## src/rtl/alu_cmd_sequencer.sv

```systemverilog
// Command-side front end for the 32-bit ALU: takes ops over valid/ready, drives the ALU pins,
// returns the captured result over valid/ready and keeps sticky Z/N plus a completed-command count.
//
// state | meaning
// IDLE  | ready for a command; ALU pins hold their last values
// EXEC  | latched op on the ALU pins for one full cycle; result captured at the end
// RESP  | response presented until the consumer takes it
module alu_cmd_sequencer #(
    parameter int WIDTH = 32,
    parameter int CNT_W = 16
) (
    input  logic             clk,
    input  logic             rst_n,
    input  logic             cmd_valid,
    output logic             cmd_ready,
    input  logic [2:0]       cmd_op,
    input  logic [WIDTH-1:0] cmd_a,
    input  logic [WIDTH-1:0] cmd_b,
    output logic [WIDTH-1:0] alu_a,
    output logic [WIDTH-1:0] alu_b,
    output logic             alu_add,
    output logic             alu_neg,
    output logic             alu_sub,
    input  logic [WIDTH-1:0] alu_out,
    input  logic             alu_z,
    input  logic             alu_n,
    output logic             rsp_valid,
    input  logic             rsp_ready,
    output logic [WIDTH-1:0] rsp_data,
    output logic             rsp_z,
    output logic             rsp_n,
    output logic             rsp_err,
    output logic             flag_z,
    output logic             flag_n,
    output logic [CNT_W-1:0] done_cnt
);

    localparam logic [2:0] OP_ADD  = 3'b000;
    localparam logic [2:0] OP_SUB  = 3'b001;
    localparam logic [2:0] OP_NEG  = 3'b010;
    localparam logic [2:0] OP_PASS = 3'b011;
    localparam logic [2:0] OP_CMP  = 3'b100;

    typedef enum logic [1:0] {IDLE, EXEC, RESP} state_t;

    state_t state_q, state_d;

    logic             cmd_fire, rsp_fire;
    logic             cmp_q, ill_q;
    logic [WIDTH-1:0] dec_a, dec_b;
    logic             dec_add, dec_neg, dec_sub, dec_cmp, dec_ill;

    assign cmd_fire = cmd_valid && cmd_ready;
    assign rsp_fire = rsp_valid && rsp_ready;

    always_ff @(posedge clk) begin
        if (!rst_n) begin
            state_q <= IDLE;
        end else begin
            state_q <= state_d;
        end
    end

    always_comb begin
        state_d = state_q;
        case (state_q)
            IDLE:    if (cmd_valid) state_d = EXEC;
            EXEC:    state_d = RESP;
            RESP:    if (rsp_ready) state_d = IDLE;
            default: state_d = IDLE;
        endcase
    end

    always_comb begin
        cmd_ready = (state_q == IDLE);
        rsp_valid = (state_q == RESP);
    end

    // The ALU encodes subtract as add=1/sub=1 and negate as add=1/neg=1; PASS is A-0.
    always_comb begin
        dec_a   = cmd_a;
        dec_b   = '0;
        dec_add = 1'b0;
        dec_neg = 1'b0;
        dec_sub = 1'b0;
        dec_cmp = 1'b0;
        dec_ill = 1'b0;
        case (cmd_op)
            OP_ADD: dec_b = cmd_b;
            OP_SUB, OP_CMP: begin
                dec_b   = cmd_b;
                dec_add = 1'b1;
                dec_sub = 1'b1;
                dec_cmp = (cmd_op == OP_CMP);
            end
            OP_NEG: begin
                dec_add = 1'b1;
                dec_neg = 1'b1;
            end
            OP_PASS: begin
                dec_add = 1'b1;
                dec_sub = 1'b1;
            end
            default: begin
                dec_a   = '0;
                dec_ill = 1'b1;
            end
        endcase
    end

    always_ff @(posedge clk) begin
        if (!rst_n) begin
            alu_a    <= '0;
            alu_b    <= '0;
            alu_add  <= 1'b0;
            alu_neg  <= 1'b0;
            alu_sub  <= 1'b0;
            cmp_q    <= 1'b0;
            ill_q    <= 1'b0;
            rsp_data <= '0;
            rsp_z    <= 1'b0;
            rsp_n    <= 1'b0;
            rsp_err  <= 1'b0;
            flag_z   <= 1'b0;
            flag_n   <= 1'b0;
            done_cnt <= '0;
        end else begin
            if (cmd_fire) begin
                alu_a   <= dec_a;
                alu_b   <= dec_b;
                alu_add <= dec_add;
                alu_neg <= dec_neg;
                alu_sub <= dec_sub;
                cmp_q   <= dec_cmp;
                ill_q   <= dec_ill;
            end
            if (state_q == EXEC) begin
                rsp_data <= (cmp_q || ill_q) ? '0 : alu_out;
                rsp_z    <= alu_z && !ill_q;
                rsp_n    <= alu_n && !ill_q;
                rsp_err  <= ill_q;
            end
            if (rsp_fire) begin
                if (done_cnt != '1) begin
                    done_cnt <= done_cnt + CNT_W'(1);
                end
                if (!rsp_err) begin
                    flag_z <= rsp_z;
                    flag_n <= rsp_n;
                end
            end
        end
    end

endmodule

```

## config.mk

```make
export PLATFORM = sky130hd
export DESIGN_NAME = alu_cmd_sequencer
export DESIGN_NICKNAME = d
export VERILOG_FILES = /design/src/rtl/alu_cmd_sequencer.sv
export SDC_FILE = /design/constraint.sdc
export NUM_CORES = 1
export LEC_CHECK = 0
export ABC_AREA = 1
export ABC_CLOCK_PERIOD_IN_PS = 3000
export BUFFER_PORTS_ARGS = -buffer_cell sky130_fd_sc_hd__buf_2
export CAP_MARGIN = 15
export CORE_MARGIN = 5
export CORE_UTILIZATION = 45
export CTS_BUF_LIST = sky130_fd_sc_hd__clkbuf_2
export CTS_CLUSTER_DIAMETER = 60
export CTS_CLUSTER_SIZE = 30
export DETAILED_ROUTE_END_ITERATION = 10
export PLACE_DENSITY = 0.78
export SYNTH_ARGS = -nofsm -noshare
export SYNTH_HDL_FRONTEND = slang
export SYNTH_SLANG_ARGS = --single-unit
```

## constraint.sdc

```tcl
create_clock -name clk -period 3 [get_ports clk]
set_clock_uncertainty 0.1 [all_clocks]
set_input_delay 0.6 -clock clk [delete_from_list [all_inputs] [get_ports clk]]
set_output_delay 0.6 -clock clk [all_outputs]
set_load 0.03 [all_outputs]
```

==> results.yml, run 1 <==
clock_network:
  clockBufferDepth: 2
  root_buffer: "clkbuf_2"
  h-tree-depth: 4
  insertion_delay_ns: 0.65
  post_cts_buffers: 0
  cts_made_buffers: 17
  cts_tree: "done"
  cts.reportedPaths.clkPinSlew_ns: 0.18
  clock_sinks: 124
placement:
  io_buffers: 226
  routabilityCongestion: 0.8678
  hpwl_mm: 9.996
  place_area_sq_um: 5888
sta:
  worst_pin_slew_ns: 0.6974
  setup_tns_ns: 0
  period_minus_slack_ns: 2.120
  fmax_mhz: 471.7
  relSlewSlack: 0.5340
  setup_viol: 0
  grt_setup_unrepaired: "no"
  hold_violations: 0
  fin_crit_sh: 0.7066
  drv_slew: 0
layout:
  layout_common_cells: "226 x buf_2, 154 x nand2_1, 124 x dfxtp_1"
  multi_input_area_sq_um: 1944
  n_antenna_cell: 0
  final_area_sq_um: 6291
  seqCellArea_sq_um: 2482
  areaGrowthSynthToFinish_pct: 33.79
  drive_gt1_frac: 0.3475
  final_nets: 939
  nFillCells: 907
  final_common_cell: "buf_2"
routing:
  vias: 4893
  totalWireLength_mm: 14.05
  drt_pre_antenna_iters: 6
  wl_per_cell_um: 14.31
  detail_route.vias_per_cell: 4.983
  drt_iter0_markers: 407
  drc: 0
  final_antenna_net_count: 0
die:
  start_util: 0.4575
  num_io_pins: 227
  die-area_sq_um: 12590
  coreArea_sq_um: 10280
  die_y_um: 112.2
  die_w_um: 112.2
  rows: 37
min_path:
  worst_hold_path_type: "in -> reg"
yosys:
  ys_seq_elements: 124
  yosysUniqueCellTypes: 25
  synth_nets: 700
  yosysSeqAreaShare: 0.5279
  postSynthCellCount: 594
  synth_area_per_cell_sq_um: 7.916
  synth-warning-count: 0
  syn-cell-area_sq_um: 4702
power_and_ir_drop:
  worst_ir_drop_vdd_mv: 0.3033
  p_leak_nw: 3.002
  switching_share: 0.3105
  comb_power_share: 0.164
  powerDensity_nw_per_um2: 507.9
  power_frac_seq: 0.551
  intPower_mw: 2.203
  power.switching_mw: 0.9920
  clkPwrFrac: 0.286
global_route:
  grt_pass1_wl_mm: 21.96
  grt.total_usage: 0.2122
  antenna_found_initial: 0
  grt_max_degree: 42
  overflow: 0
  grt_pass1_vias: 4652
setup_path:
  worstSetupEndpointType: "flip-flop"
  worstSetupStartpointType: "flip-flop"
  crit_fanout: 34
  path_class: "reg -> reg"
  required_ns: 3.46
  arrival_ns: 2.58
job:
  max_cap_viol_count: 0
status:
  status: "complete, no violations"
## per-layer routing
| layer | global-route usage | part of all wire | vias up |
|---|---|---|---|
| met5 | 0 | 0 | - |
| met4 | 0.07532 | 0.017 | 0 |
| met3 | 0.07116 | 0.083 | 24 |
| met2 | 0.3822 | 0.53 | 213 |
| met1 | 0.2318 | 0.37 | 2243 |
| li1 | - | - | 2413 |
## sequential cells by signal, indices dropped and copies added, names as in the netlist
signal	count
done_cnt	16
rsp_data	32
alu_add	1
alu_b	32
rsp_z	1
alu_sub	1
alu_a	32
flag_z	1
rsp_n	1
state_q	2
cmp_q	1
alu_neg	1
ill_q	1
flag_n	1
rsp_err	1
## per-stage QoR
step | total power [mW] | setup slack [ns] | std cells | hold WS [ns] | util
3_3_place_gp | 2.280 | 0.7309 | 930 | 0.3493 | 0.5729
5_1_grt | 3.344 | 0.6396 | 982 | 0.0003239 | 0.6121
6_report | 3.195 | 0.8802 | 982 | 0.08400 | 0.6121
2_1_floorplan | 2.114 | 1.360 | 594 | 0.3829 | -
4_1_cts | 3.215 | 0.8301 | 978 | 0.00007061 | 0.6082
3_5_place_dp | 2.292 | 0.6956 | 930 | 0.3539 | 0.5729
## worst max-delay path, cell delays in order (launching register included)
cell     delay [ns]
dfxtp_1        0.37
nor2_2         0.15
nand2_2        0.36
nor2_4         0.71
o21ai_0        0.19
a21oi_1        0.16
## worst paths after layout
| check | from | to | slack, ns | depth (start not counted) |
|---|---|---|---|---|
| setup / recovery | state_q[1] | alu_sub | 0.88 | 5 |
| hold / removal | alu_out[27] | rsp_data[27] | 0.08 | 3 |
| setup reg to reg | state_q[1] | alu_sub | 0.88 | 5 |
| hold reg to reg | alu_a[9] | alu_a[9] | 0.37 | 2 |
## synth_stat cells
master | instances | area [sq um]
nand2_1 | 154 | 578.1
dfxtp_1 | 124 | 2482
nor2_1 | 104 | 390.4
a21oi_1 | 53 | 265.3
a22oi_1 | 44 | 330.3
inv_1 | 24 | 90.09
nand3_1 | 17 | 85.08
clkbuf_1 | 14 | 52.55
nand2_2 | 12 | 75.07
a21oi_2 | 10 | 87.58
buf_2 | 7 | 35.03
buf_4 | 7 | 52.55
o21ai_0 | 5 | 25.02
nor2_2 | 4 | 25.02
buf_6 | 3 | 33.78
buf_1 | 2 | 7.510
nand4_1 | 2 | 12.51
a211oi_1 | 1 | 7.510
ha_1 | 1 | 12.51
inv_2 | 1 | 3.750
nor2_4 | 1 | 11.26
nor3_1 | 1 | 5.000
nor3_4 | 1 | 16.27
or2_4 | 1 | 8.760
xor2_1 | 1 | 8.760
## kinds of logic after synthesis
kind of cell / share of synthesized area
compound gates: 0.1522
buf+inv: 0.05854
fa+ha+maj: 0.002661
flops: 0.5279
xor+xnor: 0.001863
simple gates: 0.2568
## final cells by class
class,instances,area share
well taps,136,0.02705
clock buffers,21,0.01671
flip-flops and latches,124,0.3946
multi-input cells,412,0.3091
clock inverters,11,0.01551
inverters,25,0.01512
repair buffers,253,0.2220
## timing repair
item / CTS / global route
hold buffers: 16 / 4
hold endpoints to repair: 16 / 4
gates resized for setup: 0 / 0
## power groups by stage
stage / clock, mW / combinational, mW / sequential (mW)
6_report: 0.913 / 0.523 / 1.76
5_1_grt: 1.01 / 0.563 / 1.77
4_1_cts: 0.939 / 0.518 / 1.76
3_5_place_dp: 0 / 0.501 / 1.79
3_3_place_gp: 0 / 0.491 / 1.79
2_1_floorplan: 0 / 0.198 / 1.92
(Power assumes the default switching activity.)
==> run 2, diff against run 1 <==
--- a/config.mk
+++ b/config.mk
@@ -6,7 +6,7 @@
 export NUM_CORES = 1
 export LEC_CHECK = 0
 export ABC_AREA = 1
-export ABC_CLOCK_PERIOD_IN_PS = 3000
+export ABC_CLOCK_PERIOD_IN_PS = 2150
 export BUFFER_PORTS_ARGS = -buffer_cell sky130_fd_sc_hd__buf_2
 export CAP_MARGIN = 15
 export CORE_MARGIN = 5
==> constraint.sdc (replaced) <==
create_clock -name clk -period 2.15 [get_ports clk]
set_clock_uncertainty 0.1 [all_clocks]
set_input_delay 0.43 -clock clk [delete_from_list [all_inputs] [get_ports clk]]
set_output_delay 0.43 -clock clk [all_outputs]
set_load 0.03 [all_outputs]
==> run 2 against run 1 <==
  * Routed wire length increased by 20%
  * Sequential power increased by 40%
  * Hold slack improved by 0.054 ns
  * Global-route usage rose by 4.7 points
  * Final cell count grew 9.0%
  * First-iteration DRC count rose by 24%
  * Critical path type is now reg -> out
  * Largest cell class unchanged
  * Largest power group unchanged
==> results.yml, run 2 (synthesis results as in run 1) <==
power_and_ir_drop:
  p_leak_nw: 3.394
  worst_ir_drop_vdd_mv: 0.4289
  power_mw: 4.843
  powerDensity_nw_per_um2: 670.6
die:
  die-area_sq_um: 12590
  start_util: 0.4575
  coreArea_sq_um: 10280
  num_io_pins: 227
  rows: 37
  die_y_um: 112.2
  die_w_um: 112.2
clock_network:
  clockBufferDepth: 2
  cts_tree: "done"
  cts_made_buffers: 17
  post_cts_buffers: 0
  cts.reportedPaths.clkPinSlew_ns: 0.19
  root_buffer: "clkbuf_2"
  h-tree-depth: 4
  insertion_delay_ns: 0.64
  clock_sinks: 124
routing:
  wl_per_cell_um: 15.73
  detail_route.vias_per_cell: 5.110
  vias: 5468
  totalWireLength_mm: 16.83
  drc: 0
  drt_pre_antenna_iters: 6
  final_antenna_net_count: 0
  drt_iter0_markers: 504
global_route:
  grt_pass1_wl_mm: 26.59
  grt.total_usage: 0.2596
  antenna_found_initial: 1
  overflow: 0
  grt_max_degree: 54
  grt_pass1_vias: 5498
setup_path:
  worstReg2RegStart: "state_q[1]"
  worstSetupStartpointType: "flip-flop"
  required_ns: 1.62
  worstSetupEndpointType: "primary output"
  path_class: "reg -> out"
  crit_fanout: 4
  cp-startpoint: "state_q[1]"
  arrival_ns: 1.38
status:
  status: "complete, no violations"
sta:
  drv_slew: 0
  hold_slack_ns: 0.1379
  hold_violations: 0
  fmax_mhz: 523.0
  setup_tns_ns: 0
  relSlewSlack: 0.6856
  fin_crit_sh: 0.8893
  grt_setup_unrepaired: "no"
  setup_viol: 0
  worst_pin_slew_ns: 0.4716
  period_minus_slack_ns: 1.912
placement:
  io_buffers: 226
  routabilityCongestion: 0.8835
  hpwl_mm: 10.22
  dpl.cell_count: 931
layout:
  seqCellArea_sq_um: 2482
  final_nets: 1026
  top_regs: "alu_a (32), alu_b (32), rsp_data (32)"
  multi_input_area_sq_um: 1944
  drive_gt1_frac: 0.3183
  layout_common_cells: "226 x buf_2, 154 x nand2_1, 124 x dfxtp_1"
  nFillCells: 762
  areaGrowthSynthToFinish_pct: 53.59
  final_common_cell: "buf_2"
  fin_cells: 1070
job:
  max_cap_viol_count: 0
min_path:
  worst_hold_path_type: "in -> reg"
  min-delay-start: "cmd_valid"
run 2: through the flow:
stage	instance area, sq um	util	setup slack [ns]
after global placement	5908	0.5749	0.4913
final	7222	0.7027	0.2379
after detailed placement	5908	0.5749	0.4107
after CTS	7219	0.7025	0.1632
after floorplan	4702	-	0.5099
after global routing	7222	0.7027	0.1017
run 2: per-layer routing:
layer | vias to the layer above | track usage | routed length [um]
met4 | 0 | 0.1498 | 871
met3 | 73 | 0.08787 | 1249
met1 | 2526 | 0.2653 | 6032
li1 | 2584 | - | -
met5 | - | 0 | 0
met2 | 285 | 0.4601 | 8678
run 2: timing repair:
action                                  4_1_cts  5_1_grt
hold buffers                                106        0
gates resized for setup                       0        0
endpoints found under the hold margin       104        0
endpoints found under the setup margin        0        0
run 2: final cells by class:
| cell class | instances | share of cell area |
|---|---|---|
| Antenna cell | 1 | 0.0003465 |
| Clock buffer | 18 | 0.01247 |
| Clock inverter | 14 | 0.02218 |
| Multi-Input combinational cell | 412 | 0.2692 |
| Timing Repair Buffer | 340 | 0.3153 |
| Inverter | 25 | 0.01317 |
| Tap cell | 136 | 0.02356 |
| Sequential cell | 124 | 0.3437 |
run 2: worst max-delay path, stage by stage (launching register included):
cell,delay [ns]
dfxtp_1,0.43
nand2_1,0.07
inv_1,0.06
buf_2,0.20
run 2: path summary, 6_finish.rpt:
| check | endpoint | slack (ns) | cells after the start |
|---|---|---|---|
| setup / recovery | rsp_valid | 0.24 | 3 |
| hold reg to reg | rsp_data[23] | 0.38 | 2 |
| setup reg to reg | alu_neg | 0.34 | 6 |
| hold / removal | alu_neg | 0.14 | 4 |
run 2: where the power goes:
group	leakage [nW]	switching, mW	total (mW)	internal (mW)
Clock	0.144	0.941	1.50	0.561
Sequential	1.01	0.0606	2.46	2.40
Combinational	2.24	0.523	0.882	0.359
==> run 3, diff against run 2 <==
--- a/config.mk
+++ b/config.mk
@@ -9,13 +9,14 @@
 export ABC_CLOCK_PERIOD_IN_PS = 2150
 export BUFFER_PORTS_ARGS = -buffer_cell sky130_fd_sc_hd__buf_2
 export CAP_MARGIN = 15
+export CORE_ASPECT_RATIO = 1.5
 export CORE_MARGIN = 5
 export CORE_UTILIZATION = 45
 export CTS_BUF_LIST = sky130_fd_sc_hd__clkbuf_2
 export CTS_CLUSTER_DIAMETER = 60
 export CTS_CLUSTER_SIZE = 30
 export DETAILED_ROUTE_END_ITERATION = 10
-export PLACE_DENSITY = 0.78
+export PLACE_DENSITY_LB_ADDON = 0.15
 export SYNTH_ARGS = -nofsm -noshare
 export SYNTH_HDL_FRONTEND = slang
 export SYNTH_SLANG_ARGS = --single-unit
==> constraint.sdc (replaced) <==
create_clock -name clk -period 2.15 [get_ports clk]
set_clock_uncertainty 0.1 [all_clocks]
set_input_delay 0.645 -clock clk [delete_from_list [all_inputs] [get_ports clk]]
set_output_delay 0.645 -clock clk [all_outputs]
set_load 0.03 [all_outputs]
==> run 3 against run 2 <==
  * Maximum frequency shrank 6.9%
  * Core utilization is 8.9 points lower
  * Clock power shrank 5%
  * Setup slack got worse by 0.14 ns
  * Final area down 13%
==> results.yml, run 3 (synthesis results as in run 1) <==
sta:
  period_minus_slack_ns: 2.053
  setup_viol: 0
  fmax_mhz: 487.2
  relSlewSlack: 0.7119
  grt_setup_unrepaired: "yes"
  fin_crit_sh: 0.9548
  drv_slew: 0
  hold_violations: 0
  worst_pin_slew_ns: 0.4321
min_path:
  hold_depth: 3
  worst_hold_path_type: "in -> reg"
die:
  die_y_um: 135.2
  coreArea_sq_um: 10190
  num_io_pins: 227
  rows: 45
  die_w_um: 93.46
  start_util: 0.4614
  die-area_sq_um: 12640
layout:
  nFillCells: 988
  layout_common_cells: "224 x buf_2, 153 x nand2_1, 106 x dfxtp_1"
  fin_cells: 972
  areaGrowthSynthToFinish_pct: 33.00
  top_regs: "alu_a (32), alu_b (32), rsp_data (32)"
  final_area_sq_um: 6254
  drive_gt1_frac: 0.3819
  final_common_cell: "buf_2"
  final_nets: 926
routing:
  detail_route.vias_per_cell: 4.935
  wl_per_cell_um: 13.75
  drc: 0
  vias: 4797
  totalWireLength_mm: 13.36
  drt_pre_antenna_iters: 5
  drt_iter0_markers: 187
  final_antenna_net_count: 0
placement:
  routabilityCongestion: 0.8129
  dpl.cell_count: 938
  io_buffers: 226
  hpwl_mm: 9.856
  place_area_sq_um: 5954
setup_path:
  cp_cell_sequence: "inv_2 > nand2_2 > inv_2 > buf_6"
  r2r_slack_ns: 0.30
  path_class: "reg -> out"
  cp_common_cell: "inv_2"
  crit_path_max_incr_delay_ns: 0.39
  critPathSlowestCell: "dfxtp_4"
  worstSetupEndpointType: "primary output"
  cp_num_cells: 4
  crit_end: "rsp_valid"
  arrival_ns: 1.31
  reg2reg_to: "rsp_data[27]"
  worstSetupStartpointType: "flip-flop"
  worst-path-buf-inv: 3
  crit_fanout: 2
  required_ns: 1.40
  cp-startpoint: "state_q[0]"
  r2r_cells: 8
  crit_family: "flip-flops"
  worstReg2RegStart: "state_q[0]"
clock_network:
  clock_sinks: 124
  holdBufCountCts: 0
  h-tree-depth: 4
  clockBufferDepth: 2
  cts_made_buffers: 17
  insertion_delay_ns: 0.65
  root_buffer: "clkbuf_2"
  cts_tree: "done"
  cts.reportedPaths.clkPinSlew_ns: 0.18
global_route:
  grt_pass1_wl_mm: 21.02
  grt_max_degree: 50
  grt_pass1_vias: 4563
  grt.total_usage: 0.2084
  overflow: 0
  antenna_found_initial: 1
job:
  max_cap_viol_count: 0
status:
  status: "complete, no violations"
power_and_ir_drop:
  powerDensity_nw_per_um2: 734.2
  worst_ir_drop_vdd_mv: 0.4486
  p_leak_nw: 2.997
## run 3: cell count changes in the layout (fill, tap and decap cells not counted), moves of 3 or more
cell | before | now
buf_4 | 6 | 10
clkinv_1 | 0 | 3
clkinv_2 | 2 | 5
clkinv_4 | 3 | 0
dfxtp_1 | 124 | 106
dfxtp_2 | 0 | 16
dlygate4sd3_1 | 106 | 0
inv_6 | 4 | 0
## run 3: final cells by class
| type | count | area (sq um) | share of cell area |
|---|---|---|---|
| flip-flops and latches | 124 | 2510 | 0.4014 |
| repair buffers | 240 | 1299 | 0.2077 |
| inverters | 25 | 95.09 | 0.01521 |
| clock buffers | 18 | 90.09 | 0.01441 |
| diodes | 1 | 2.502 | 0.0004002 |
| multi-input cells | 412 | 1952 | 0.3121 |
| clock inverters | 11 | 128.9 | 0.02061 |
| well taps | 141 | 176.4 | 0.02821 |
## run 3: how the worst min path moves through the flow
stage                       startpoint           end
after detailed placement  rsp_data[22]  rsp_data[22]
after floorplan                  cmp_q         cmp_q
after global routing       alu_out[26]  rsp_data[26]
final                        cmd_b[25]     alu_b[25]
after global placement       alu_a[18]     alu_a[18]
after CTS                     cmd_a[9]      alu_a[9]
## run 3: routing by layer
| layer | vias to the layer above | track usage | part of all wire |
|---|---|---|---|
| met5 | - | 0 | 0 |
| met4 | 0 | 0.08476 | 0.028 |
| met3 | 30 | 0.07727 | 0.088 |
| met2 | 193 | 0.3601 | 0.52 |
| met1 | 2191 | 0.2281 | 0.37 |
| li1 | 2383 | - | - |
## run 3: power by group
group | switching (mW) | internal [mW]
logic | 0.473 | 0.254
clock network | 0.802 | 0.614
registers | 0.0536 | 2.39
total | 1.33 | 3.26
## run 3: worst min-delay path, cell delays in order
cell and delay [ns]:
buf_2 0.08, a22oi_1 0.05, nor2_1 0.07
## run 3: through the flow
stage | hold slack, ns | setup WS (ns) | setup TNS [ns] | utilization | power, mW
after global placement | 0.3482 | 0.3437 | 0 | 0.5843 | 3.202
after CTS | 0.04223 | 0.0001102 | 0 | 0.6098 | 4.642
after floorplan | 0.3829 | 0.5099 | 0 | - | 2.950
after detailed placement | 0.3526 | 0.2744 | 0 | 0.5843 | 3.216
final | 0.1125 | 0.09726 | 0 | 0.6136 | 4.591
after global routing | 0.01818 | -0.04665 | -0.05272 | 0.6136 | 4.819
## run 3: repair_timing
action | 4_1_cts | 5_1_grt
gates cloned | 0 | 0
setup buffers | 2 | 2
setup endpoints to repair | 5 | 15
resized for setup | 12 | 15
pin swaps | 0 | 1
endpoints found under the hold margin | 0 | 0
